## config.mk

```make
export PLATFORM = sky130hd
export DESIGN_NAME = lpgbt_cmd_scheduler
export DESIGN_NICKNAME = d
export VERILOG_FILES = /design/src/rtl/lpgbt_cmd_scheduler.sv
export SDC_FILE = /design/constraint.sdc
export NUM_CORES = 1
export LEC_CHECK = 0
export CORE_AREA = 2 2 265 267
export DETAILED_ROUTE_END_ITERATION = 7
export DIE_AREA = 0 0 267 269
export GPL_ROUTABILITY_DRIVEN = 1
export PLACE_DENSITY = 0.45
export SETUP_SLACK_MARGIN = 0.4
export SYNTH_ARGS = -nofsm -noshare
export SYNTH_HDL_FRONTEND = slang
export SYNTH_SLANG_ARGS = --single-unit
```

## constraint.sdc

```tcl
create_clock -name clk -period 7.6 [get_ports clk]
set_clock_uncertainty 0.15 [all_clocks]
set_input_delay 0.76 -clock clk [delete_from_list [all_inputs] [get_ports clk]]
set_output_delay 0.76 -clock clk [all_outputs]
set_load 0.05 [all_outputs]
```

## src/rtl/lpgbt_cmd_scheduler.sv

```systemverilog
// Round-robin scheduler for the shared 160-bit IC/GBT-SCA command path.
// Admits one transaction at a time. After each FIFO write it waits for a
// downstream completion or a timeout, then inserts a guard gap before the
// next grant.
module lpgbt_cmd_scheduler #(
  parameter int NUM_REQ        = 3,
  parameter int TIMEOUT_CYCLES = 4096,
  parameter int GAP_CYCLES     = 4
) (
  input  logic                   clk,
  input  logic                   rst_n,
  input  logic [NUM_REQ-1:0]     req_valid,
  input  logic [160*NUM_REQ-1:0] req_command,
  output logic [NUM_REQ-1:0]     req_ready,
  output logic [159:0]           cmd_fifo_din,
  output logic                   cmd_fifo_wr,
  input  logic                   cmd_fifo_full,
  input  logic                   txn_done,
  output logic [2:0]             grant_id,
  output logic                   busy,
  output logic                   timeout_pulse,
  output logic [15:0]            timeout_count,
  output logic [15:0]            drop_count
);

  localparam int unsigned NREQ       = NUM_REQ;
  localparam logic [15:0] TIMER_LOAD = 16'(TIMEOUT_CYCLES - 1);
  localparam logic [7:0]  GAP_LOAD   = (GAP_CYCLES > 0) ? 8'(GAP_CYCLES - 1) : 8'd0;
  localparam logic [2:0]  PTR_RST    = 3'(NUM_REQ - 1);

  typedef enum logic [1:0] {
    ST_IDLE,
    ST_GRANT,
    ST_WAIT_DONE,
    ST_GAP
  } state_e;

  state_e        state_q, state_d;
  logic [2:0]    grant_q, grant_d;
  logic [2:0]    ptr_q, ptr_d;
  logic [159:0]  din_q, din_d;
  logic [15:0]   timer_q, timer_d;
  logic [7:0]    gap_q, gap_d;
  logic [15:0]   tcnt_q, tcnt_d;
  logic [15:0]   dcnt_q, dcnt_d;

  logic          arb_found;
  logic [2:0]    arb_idx;
  logic [159:0]  arb_cmd;
  logic          sel_valid;
  logic          cmd_typed;
  logic          ready_pulse;

  // Round-robin search starting one past the pointer; also muxes the winner's command.
  always_comb begin
    arb_found = 1'b0;
    arb_idx   = '0;
    arb_cmd   = '0;
    for (int unsigned i = 1; i <= NREQ; i++) begin
      for (int unsigned j = 0; j < NREQ; j++) begin
        if (!arb_found && req_valid[j] && (((32'(ptr_q) + i) % NREQ) == j)) begin
          arb_found = 1'b1;
          arb_idx   = 3'(j);
          arb_cmd   = req_command[j*160 +: 160];
        end
      end
    end
  end

  // Valid of the currently granted requester, and whether the captured command carries a type bit.
  always_comb begin
    sel_valid = 1'b0;
    for (int unsigned j = 0; j < NREQ; j++) begin
      if (3'(j) == grant_q) sel_valid = req_valid[j];
    end
    cmd_typed = din_q[159] | din_q[79] | din_q[41] | din_q[40];
  end

  // Next-state and combinational strobes of the scheduler FSM.
  always_comb begin
    state_d       = state_q;
    grant_d       = grant_q;
    ptr_d         = ptr_q;
    din_d         = din_q;
    timer_d       = timer_q;
    gap_d         = gap_q;
    tcnt_d        = tcnt_q;
    dcnt_d        = dcnt_q;
    cmd_fifo_wr   = 1'b0;
    ready_pulse   = 1'b0;
    timeout_pulse = 1'b0;
    case (state_q)
      ST_IDLE: begin
        if (arb_found) begin
          grant_d = arb_idx;
          din_d   = arb_cmd;
          state_d = ST_GRANT;
        end
      end
      ST_GRANT: begin
        if (!sel_valid) begin
          state_d = ST_IDLE;
        end else if (!cmd_typed) begin
          ready_pulse = 1'b1;
          if (dcnt_q != 16'hFFFF) dcnt_d = dcnt_q + 16'd1;
          ptr_d   = grant_q;
          state_d = ST_IDLE;
        end else if (!cmd_fifo_full) begin
          cmd_fifo_wr = 1'b1;
          ready_pulse = 1'b1;
          ptr_d       = grant_q;
          timer_d     = TIMER_LOAD;
          state_d     = ST_WAIT_DONE;
        end
      end
      ST_WAIT_DONE: begin
        if (txn_done || (timer_q == '0)) begin
          if (!txn_done) begin
            timeout_pulse = 1'b1;
            if (tcnt_q != 16'hFFFF) tcnt_d = tcnt_q + 16'd1;
          end
          gap_d   = GAP_LOAD;
          state_d = (GAP_CYCLES == 0) ? ST_IDLE : ST_GAP;
        end else begin
          timer_d = timer_q - 16'd1;
        end
      end
      ST_GAP: begin
        if (gap_q == '0) state_d = ST_IDLE;
        else             gap_d   = gap_q - 8'd1;
      end
      default: state_d = ST_IDLE;
    endcase
  end

  // Accept pulse goes only to the granted requester.
  always_comb begin
    req_ready = '0;
    for (int unsigned j = 0; j < NREQ; j++) begin
      req_ready[j] = ready_pulse && (3'(j) == grant_q);
    end
  end

  // State and datapath registers; reset abandons any in-flight transaction.
  always_ff @(posedge clk or negedge rst_n) begin
    if (!rst_n) begin
      state_q <= ST_IDLE;
      grant_q <= PTR_RST;
      ptr_q   <= PTR_RST;
      din_q   <= '0;
      timer_q <= '0;
      gap_q   <= '0;
      tcnt_q  <= '0;
      dcnt_q  <= '0;
    end else begin
      state_q <= state_d;
      grant_q <= grant_d;
      ptr_q   <= ptr_d;
      din_q   <= din_d;
      timer_q <= timer_d;
      gap_q   <= gap_d;
      tcnt_q  <= tcnt_d;
      dcnt_q  <= dcnt_d;
    end
  end

  assign cmd_fifo_din  = din_q;
  assign grant_id      = grant_q;
  assign busy          = (state_q != ST_IDLE);
  assign timeout_count = tcnt_q;
  assign drop_count    = dcnt_q;

endmodule

```

==> flow_metrics.tcl, run 1 <==
set metrics [dict create \
    crit_top_cell "inv_1" \
    drive_gt1_share_pct 4.649 \
    postCtsSetupBuffers 0 \
    drt_iter0_markers 1269 \
    r2r_start "ptr_q[1]" \
    cts_tree "yes" \
    synth.yosys.seq_area_share_pct 36.29 \
    core-area_um2 69300 \
    power_density_nw_per_um2 371.8 \
    grt_pass1_wl_mm 121.1 \
    rrSetupSlack_ps 3890 \
    fin_hold_ws_ps 23.35 \
    synthCells 1841 \
    viasPerCell 5.337 \
    endpoint_kind "output port" \
    routed_wl_mm 83.54 \
    die_h_um 269 \
    port_buffers 686 \
    synth_warnings 0 \
    fin_nets 2878 \
    min_period_over_period_pct 57.62 \
    route.detailed.drc 0 \
    htree_levels 1 \
    rr_endpoint "cmd_fifo_din[154]" \
    total_power_mw 8.927 \
    rows 97 \
    globalRouteOverflowTotal 0 \
    crit_fanout 14 \
    status "finished clean" \
    maxCapViolations 0 \
    cts-resized-gates 0 \
    yosysUniqueCellTypes 68 \
    async_flop_share_pct 100.0 \
    netlist.area_leader.share_pct 35.95 \
    synth_nets 2335 \
    ir_drop_v 0.0001849 \
    io_pins 688 \
    drt_first_pass_iters 5 \
    worst_pin_slew_ps 1174 \
    avgSynthCellArea_um2 8.319 \
    grt_pass1_vias 17760 \
    path_class "reg -> out" \
    synth_edf_count 0 \
    wire_per_inst_um 24.81 \
    synth_area_leaders "dfrtp_1 36%, a221o_1 10%, o221ai_1 9.2%" \
    clock_latency_ps 600 \
    critPathLaunch "timer_q[1]" \
    die_area_um2 71820 \
    clkTransAtPathRegs_ps 60 \
    die-width_um 267 \
    hold_class "in -> async" \
    synth_ff_type "dfrtp_1" \
    final.setup.tns_ps 0 \
    cts.sinks 222 \
    cp.required_ps 6690 \
    slew_violations 0 \
    antenna_found_initial 23 \
    area_growth_syn_to_layout_pct 56.79 \
    cpPeakStageDelay_ps 850 \
    final-hold-violation-count 0 \
    routabilityCongestion 0.8592 \
    ctsHoldBuffers 0 \
    start_util_pct 22.10 \
    drtAntennaViolNets 0 \
    critPathLaunchType "register" \
    worstPathArrival_ps 3470 \
    grt_start_max_net_pins 181 \
    timing.slew.headroom_pct 21.72 \
    worstRegToRegCells 8 \
    hpwl_mm 55.38 \
    leakagePower_nw 9.011 \
    netlist_area_um2 15310 \
    fillers 7085 \
    cts_inserted_buffers 31 \
    finalCriticalPeriod_ps 4379 \
    fmax_mhz 228.4 \
    rsz0062_at_grt "false" \
    crit_end "timeout_pulse" \
    grt_usage_pct 22.03 \
    vias 17970 \
    ctsLongestPathBuffers 3 \
    setup_violations 0 \
    crit_chain "inv_1 > ha_1 > nor3b_4 > and4b_1 > nand3_2 > inv_1 > clkdlybuf4s50_1" \
    ys_ff_latch 222 \
    slowest_stage "clkdlybuf4s50_1" \
    synth_top_cell_by_area "dfrtp_1" \
    clock-root-buffer "clkbuf_16" \
]
==> routing by layer <==
layer | share of wire (%) | track usage [%] | vias to the layer above
li1 | - | - | 8195
met1 | 41 | 27.85 | 8847
met2 | 48 | 36.66 | 787
met3 | 8.0 | 6.018 | 123
met4 | 2.6 | 6.438 | 16
met5 | 0.11 | 0 | -
==> final cells by class <==
cell class	count	area, µm²	area share, %
clock buffers	39	835.8	3.481
clock inverters	19	264.0	1.099
well taps	940	1176	4.898
multi-input cells	1238	8318	34.64
flip-flops and latches	222	5558	23.15
inverters	178	678.2	2.824
repair buffers	713	7137	29.72
diodes	18	45.04	0.1876
==> state kept, by name (all words and copies together), names as in the netlist, named ones only <==
name,cells
ptr_q,2
drop_count,16
grant_id,2
timeout_count,16
gap_q,8
cmd_fifo_din,160
state_q,1
timer_q,16
==> kinds of logic after synthesis <==
family                   count (synthesis)  share of synthesized area (%)
AO/OA/AOI/OAI                          706                          37.06
other                                    1                        0.02449
XOR/XNOR                                28                          1.601
flip-flops                             222                          36.29
AND/OR/NAND/NOR                        490                          14.33
buffers and inverters                  381                          9.698
multiplexers                             6                         0.4248
adder cells (fa/ha/maj)                  7                         0.5719
==> layout by cell type (no fill, tap or decap), types with 15 or more instances in the layout <==
master / synthesis / routed
a211oi_1: 164 / 164
a21oi_1: 17 / 17
a221o_1: 159 / 159
a31oi_1: 163 / 163
buf_4: 1 / 22
clkbuf_16: 0 / 31
clkdlybuf4s50_1: 0 / 685
dfrtp_1: 220 / 220
diode_2: 0 / 18
inv_1: 175 / 175
nand2_1: 193 / 191
nor2_1: 185 / 185
nor3_1: 16 / 16
o221ai_1: 160 / 160
xor2_1: 15 / 15
==> worst min path at each step <==
stage / start / endpoint / slack, ps
floorplan: rst_n / async pin / 310
global route: rst_n / cmd_fifo_din[33] / 90
global placement: timeout_count[5] / timeout_count[5] / 340
finish: rst_n / cmd_fifo_din[35] / 20
detailed placement: timeout_count[5] / timeout_count[5] / 350
CTS: rst_n / cmd_fifo_din[34] / 90
==> where the power goes <==
part | switching (mW) | internal, mW
combinational | 3.36 | 1.88
sequential | 0.363 | 1.70
clock | 0.640 | 0.981
==> stage by stage <==
stage	std cells	utilization [%]	worst slack, ps	area (µm²)
global placement	3291	33.00	3368	22870
global route	3360	34.62	3049	23990
floorplan	1841	-	3976	15310
detailed placement	3291	33.00	3263	22870
CTS	3349	34.58	3179	23970
finish	3367	34.65	3221	24010
==> Yosys cell counts (3+ instances only) <==
cell type,number
dfrtp_1,220
nand2_1,193
nor2_1,185
inv_1,175
clkbuf_1,165
a211oi_1,164
a31oi_1,163
o221ai_1,160
a221o_1,159
buf_2,29
a21oi_1,17
nor3_1,16
xor2_1,15
nand3_1,14
xnor2_1,13
nand4_1,10
or3_1,8
ha_1,7
nor4_1,7
or4_1,7
and3_1,6
buf_1,6
nor2b_1,6
o31ai_1,6
and4_1,5
o21ai_0,5
and2_1,4
mux2_2,4
nand2b_1,4
nor3b_1,4
nor4b_1,4
o211a_1,4
or2_2,4
a21o_1,3
a41oi_1,3
inv_2,3
nor4_2,3
o22ai_1,3
==> critical path, delay by kind of cell (launching register included) <==
family	cells	cell delay, ps
buf+inv	3	1160
fa+ha+maj	1	220
simple gates	3	1090
flops	1	400
Note: power is estimated with default switching activity, not from simulation.
==> run 2, diff against run 1 <==
- PLACE_DENSITY: 0.45 -> 0.47
- clock period: 7.6 -> 3.6 ns (I/O delays scaled with it)
==> run 2 against run 1 <==
  * Global-route usage fell by 0.19 points
  * Sequential share of layout area fell by 0.40 points
  * Worst hold slack improved by 180 ps
  * Core utilization rose by 0.60 points
  * Sequential power rose by 110%
  * Sequential cell count did not move
  * Final cell count rose by 0.68%
  * Die area did not move
  * Clock power rose by 94%
  * Critical path type unchanged
  * Critical endpoint is now req_ready[1]
==> flow_metrics.tcl, run 2 (same netlist as run 1, synthesis figures left out) <==
set metrics [dict create \
    cts.sinks 222 \
    clock_latency_ps 600 \
    status "finished clean" \
    core-area_um2 69300 \
    final_common_cell "clkdlybuf4s50_1" \
    die_area_um2 71820 \
    drt_first_pass_iters 6 \
    worstRegToRegCells 7 \
    hold_depth 3 \
    wire_per_inst_um 24.71 \
    ir_drop_v 0.0004663 \
    slew_violations 0 \
    clkTransAtPathRegs_ps 70 \
    cp.required_ps 3090 \
    r2r_start "ptr_q[1]" \
    power_density_nw_per_um2 769.3 \
    routed_wl_mm 83.78 \
    hold_class "in -> reg" \
    grt_usage_pct 21.84 \
    port_buffers 686 \
    final-hold-violation-count 0 \
    largest_reg_flops 160 \
    timing.slew.headroom_pct 15.94 \
    antenna_found_initial 24 \
    hpwl_mm 56.82 \
    rr_endpoint "cmd_fifo_din[9]" \
    fmax_mhz 327.3 \
    clock-root-buffer "clkbuf_16" \
    cts_tree "yes" \
    setup_violations 0 \
    worst_slack_ps 544.8 \
    min_period_over_period_pct 84.87 \
    die_h_um 269 \
    final.setup.tns_ps 0 \
    maxCapViolations 0 \
    vias 18320 \
    hold_path.startpoint "req_command[378]" \
    layout_common_cells "680 x clkdlybuf4s50_1, 220 x dfrtp_1, 191 x nand2_1" \
    grt_pass1_wl_mm 120.2 \
    start_util_pct 22.10 \
    drtAntennaViolNets 0 \
    pre_cts_ws_ps 395.0 \
    path_class "reg -> out" \
    critPathLaunchType "register" \
    endpoint_kind "output port" \
    routabilityCongestion 0.8796 \
    viasPerCell 5.404 \
    area_growth_syn_to_layout_pct 59.53 \
    htree_levels 1 \
    ctsLongestPathBuffers 3 \
    rows 97 \
    worst_pin_slew_ps 1261 \
    worstPathArrival_ps 2550 \
    cts_inserted_buffers 31 \
    grt_pass1_vias 17820 \
    fin_nets 2912 \
    rrSetupSlack_ps 570 \
    min_to "cmd_fifo_din[58]" \
    drt_iter0_markers 1532 \
    crit_fanout 6 \
    grt_start_max_net_pins 161 \
    io_pins 688 \
    route.detailed.drc 0 \
    finalCriticalPeriod_ps 3055 \
    globalRouteOverflowTotal 0 \
    die-width_um 267 \
    leakagePower_nw 9.248 \
    drive_gt1_share_pct 6.104 \
    rsz0062_at_grt "true" \
]
[run 2: cell count changes in the layout (fill, tap and decap cells not counted), moves of 2 or more]
cell	before	now
buf_4	22	34
clkbuf_8	3	5
clkbuf_1	5	7
buf_12	5	27
diode_2	18	9
clkdlybuf4s50_1	685	680
nor3b_2	0	2
nor3b_1	4	2
bufinv_16	6	2
clkbuf_2	0	2
inv_6	4	2
[run 2: worst max-delay path, stage by stage, from the launching register on]
cell and delay [ps]:
dfrtp_1 410, or4_1 680, nand2_1 130, nand2_1 170
nor3b_2 300, buf_4 250
[run 2: how the worst max path moves through the flow]
stage | start | endpoint | cells after the start
floorplan | cmd_fifo_din[79] | req_ready[0] | 5
global placement | req_valid[2] | cmd_fifo_din[79] | 8
detailed placement | req_valid[2] | req_ready[2] | 6
CTS | cmd_fifo_din[159] | req_ready[2] | 5
global route | ptr_q[1] | cmd_fifo_din[79] | 6
finish | cmd_fifo_din[159] | req_ready[1] | 5
[run 2: routing by layer]
layer | global-route usage, % | vias up | wire [µm]
met5 | 0 | - | 117
met4 | 5.284 | 18 | 1916
met3 | 6.174 | 134 | 6967
met2 | 36.54 | 835 | 40180
met1 | 27.73 | 9060 | 34600
li1 | - | 8272 | -
[run 2: cell type report]
class                           count  area (µm²)
Clock inverter                     13       138.9
Multi-Input combinational cell   1239        8344
Sequential cell                   222        5558
Timing Repair Buffer              746        7642
Clock buffer                       43       870.8
Inverter                          178       678.2
Fill cell                        7061       44870
Tap cell                          940        1176
Antenna cell                        9       22.52
[run 2: metrics by stage]
stage / hold slack [ps] / instance area (µm²) / power [mW] / util [%] / std cells
2_1_floorplan: -85.59 / 15320 / 11.34 / - / 1841
3_3_place_gp: 278.5 / 23360 / 15.59 / 33.72 / 3320
3_5_place_dp: 279.1 / 23360 / 15.68 / 33.72 / 3320
4_1_cts: 156.6 / 24400 / 18.94 / 35.21 / 3378
5_1_grt: 177.0 / 24430 / 19.81 / 35.25 / 3389
6_report: 201.6 / 24430 / 18.79 / 35.25 / 3390
[run 2: what timing repair did]
action / CTS / global route
hold endpoints to repair: 72 / 0
hold buffers: 1 / 0
setup buffers: 1 / 2
gates resized for setup: 8 / 6
setup endpoints to repair: 4 / 8
pin swaps: 1 / 0
gates cloned: 0 / 1
[run 2: where the power goes]
part	internal, mW	leakage [nW]	switching, mW
combinational	4.14	6.15	7.16
clock	1.83	0.496	1.31
sequential	3.60	2.60	0.757
total	9.56	9.25	9.23
==> run 3, diff against run 2 <==
- clock period: 3.6 -> 2.62 ns (I/O delays scaled with it)
==> run 3 against run 2 <==
  * Die area stayed put
  * Global-route usage up 2.4 points
  * Sequential power grew 40%
  * Wire length up 9.3%
  * Worst hold slack worse by 95 ps
  * Combinational power grew 57%
  * Via count grew 3.5%
  * Sequential cell count unchanged
  * Sequential share of layout area fell by 2.4 points
  * Core utilization up 4.3 points
  * Critical endpoint is now cmd_fifo_din[79]
==> flow_metrics.tcl, run 3 (same netlist as run 1, synthesis figures left out) <==
set metrics [dict create \
    grt_pass1_wl_mm 131.7 \
    cts_inserted_buffers 34 \
    final-hold-violation-count 0 \
    maxCapViolations 0 \
    hold_class "in -> async" \
    vias 18960 \
    largest_reg_flops 160 \
    drt_first_pass_iters 8 \
    fin_nets 3040 \
    ir_drop_v 0.0005499 \
    viasPerCell 5.390 \
    drive_gt1_share_pct 16.22 \
    slowest_stage "dfstp_2" \
    finalCriticalPeriod_ps 2603 \
    clkTransAtPathRegs_ps 60 \
    core-area_um2 69300 \
    clock-root-buffer "clkbuf_16" \
    worstPathArrival_ps 2840 \
    start_util_pct 22.10 \
    routed_wl_mm 91.61 \
    worst_slack_ps 17.45 \
    antenna_found_initial 22 \
    routabilityCongestion 0.9352 \
    drtAntennaViolNets 0 \
    ctsLongestPathBuffers 3 \
    wire_per_inst_um 26.04 \
    utilization_pct 39.56 \
    fmax_mhz 384.2 \
    fillers 6851 \
    grt_start_max_net_pins 139 \
    layout_common_cells "675 x clkdlybuf4s50_1, 205 x dfrtp_1, 188 x nand2_1" \
    rsz0062_at_grt "true" \
    path_class "reg -> reg" \
    hpwl_mm 58.84 \
    power_density_nw_per_um2 1032 \
    die_h_um 269 \
    drt_iter0_markers 1454 \
    endpoint_kind "register" \
    worst_pin_slew_ps 721.1 \
    rows 97 \
    io_pins 688 \
    htree_levels 2 \
    cts.sinks 222 \
    min_period_over_period_pct 99.33 \
    final_common_cell "clkdlybuf4s50_1" \
    crit_fanout 8 \
    globalRouteOverflowTotal 0 \
    pre_cts_ws_ps -114.4 \
    port_buffers 686 \
    timing.slew.headroom_pct 51.78 \
    die_area_um2 71820 \
    leakagePower_nw 10.40 \
    status "finished clean" \
    die-width_um 267 \
    critPathLaunchType "register" \
    cts_tree "yes" \
    grt_usage_pct 24.25 \
    crit_chain "inv_2 > ha_4 > nor2b_4 > buf_6 > o211a_4 > buf_12 > buf_16 > a221o_1 > o221ai_2 > a31oi_1" \
    clock_latency_ps 550 \
    total_power_mw 28.30 \
    cp.required_ps 2860 \
    slew_violations 0 \
    grt_pass1_vias 19060 \
    post_dp_cell_area_um2 23910 \
    setup_violations 0 \
    area_growth_syn_to_layout_pct 78.99 \
    fin_area_um2 27410 \
    route.detailed.drc 0 \
    cpPeakStageDelay_ps 580 \
]
## run 3: power by group
| group | switching (mW) | internal, mW | total [mW] |
|---|---|---|---|
| registers | 1.11 | 4.96 | 6.07 |
| logic | 10.6 | 7.07 | 17.7 |
| clock network | 1.81 | 2.72 | 4.53 |
| total | 13.6 | 14.7 | 28.3 |
## run 3: path summary, 6_finish.rpt
path | from | cells past startpoint | end | slack (ps)
max | ptr_q[1] | 10 | cmd_fifo_din[79] | 20
min | rst_n | 2 | cmd_fifo_din[154] | 110
max reg2reg | ptr_q[1] | 10 | cmd_fifo_din[79] | 20
min reg2reg | timeout_count[5] | 1 | timeout_count[5] | 340
max in group asynchronous | rst_n | 3 | drop_count[4] | 1380
min in group clk | req_command[426] | 3 | cmd_fifo_din[106] | 160
## run 3: final cells by class
class | instances | area, µm² | area share [%]
Clock inverter | 9 | 113.9 | 0.4154
Timing Repair Buffer | 870 | 9713 | 35.43
Sequential cell | 222 | 5580 | 20.36
Clock buffer | 46 | 945.9 | 3.451
Inverter | 178 | 686.9 | 2.506
Multi-Input combinational cell | 1240 | 9164 | 33.43
Tap cell | 940 | 1176 | 4.290
Antenna cell | 13 | 32.53 | 0.1187
## run 3: critical path, delay by kind of cell, from the launching register on
kind	cells	cell delay (ps)
compound gates	4	920
fa+ha+maj	1	170
buf+inv	4	470
flops	1	580
simple gates	1	150
## run 3: per-layer routing
layer	vias up	GRT usage [%]	part of all wire, %	wire [µm]
met4	20	9.110	3.6	3260
met1	9382	30.05	40	37100
li1	8542	-	-	-
met2	818	40.75	49	44580
met3	201	5.863	7.1	6536
met5	-	0	0.14	131
## run 3: metrics by stage
step	hold slack, ps	instances	TNS, ps
after floorplan	-183.6	1841	0
after global placement	89.53	3360	-2566
after detailed placement	88.58	3360	-3287
after CTS	98.52	3491	-43.27
after global routing	137.1	3517	-2208
final	106.5	3518	0
## run 3: what timing repair did
item	CTS	global route
resized for setup	106	95
cloned	32	3
pin swaps	131	56
endpoints found under the hold margin	77	0
endpoints found under the setup margin	276	277
buffers inserted	43	11
hold buffers	1	0
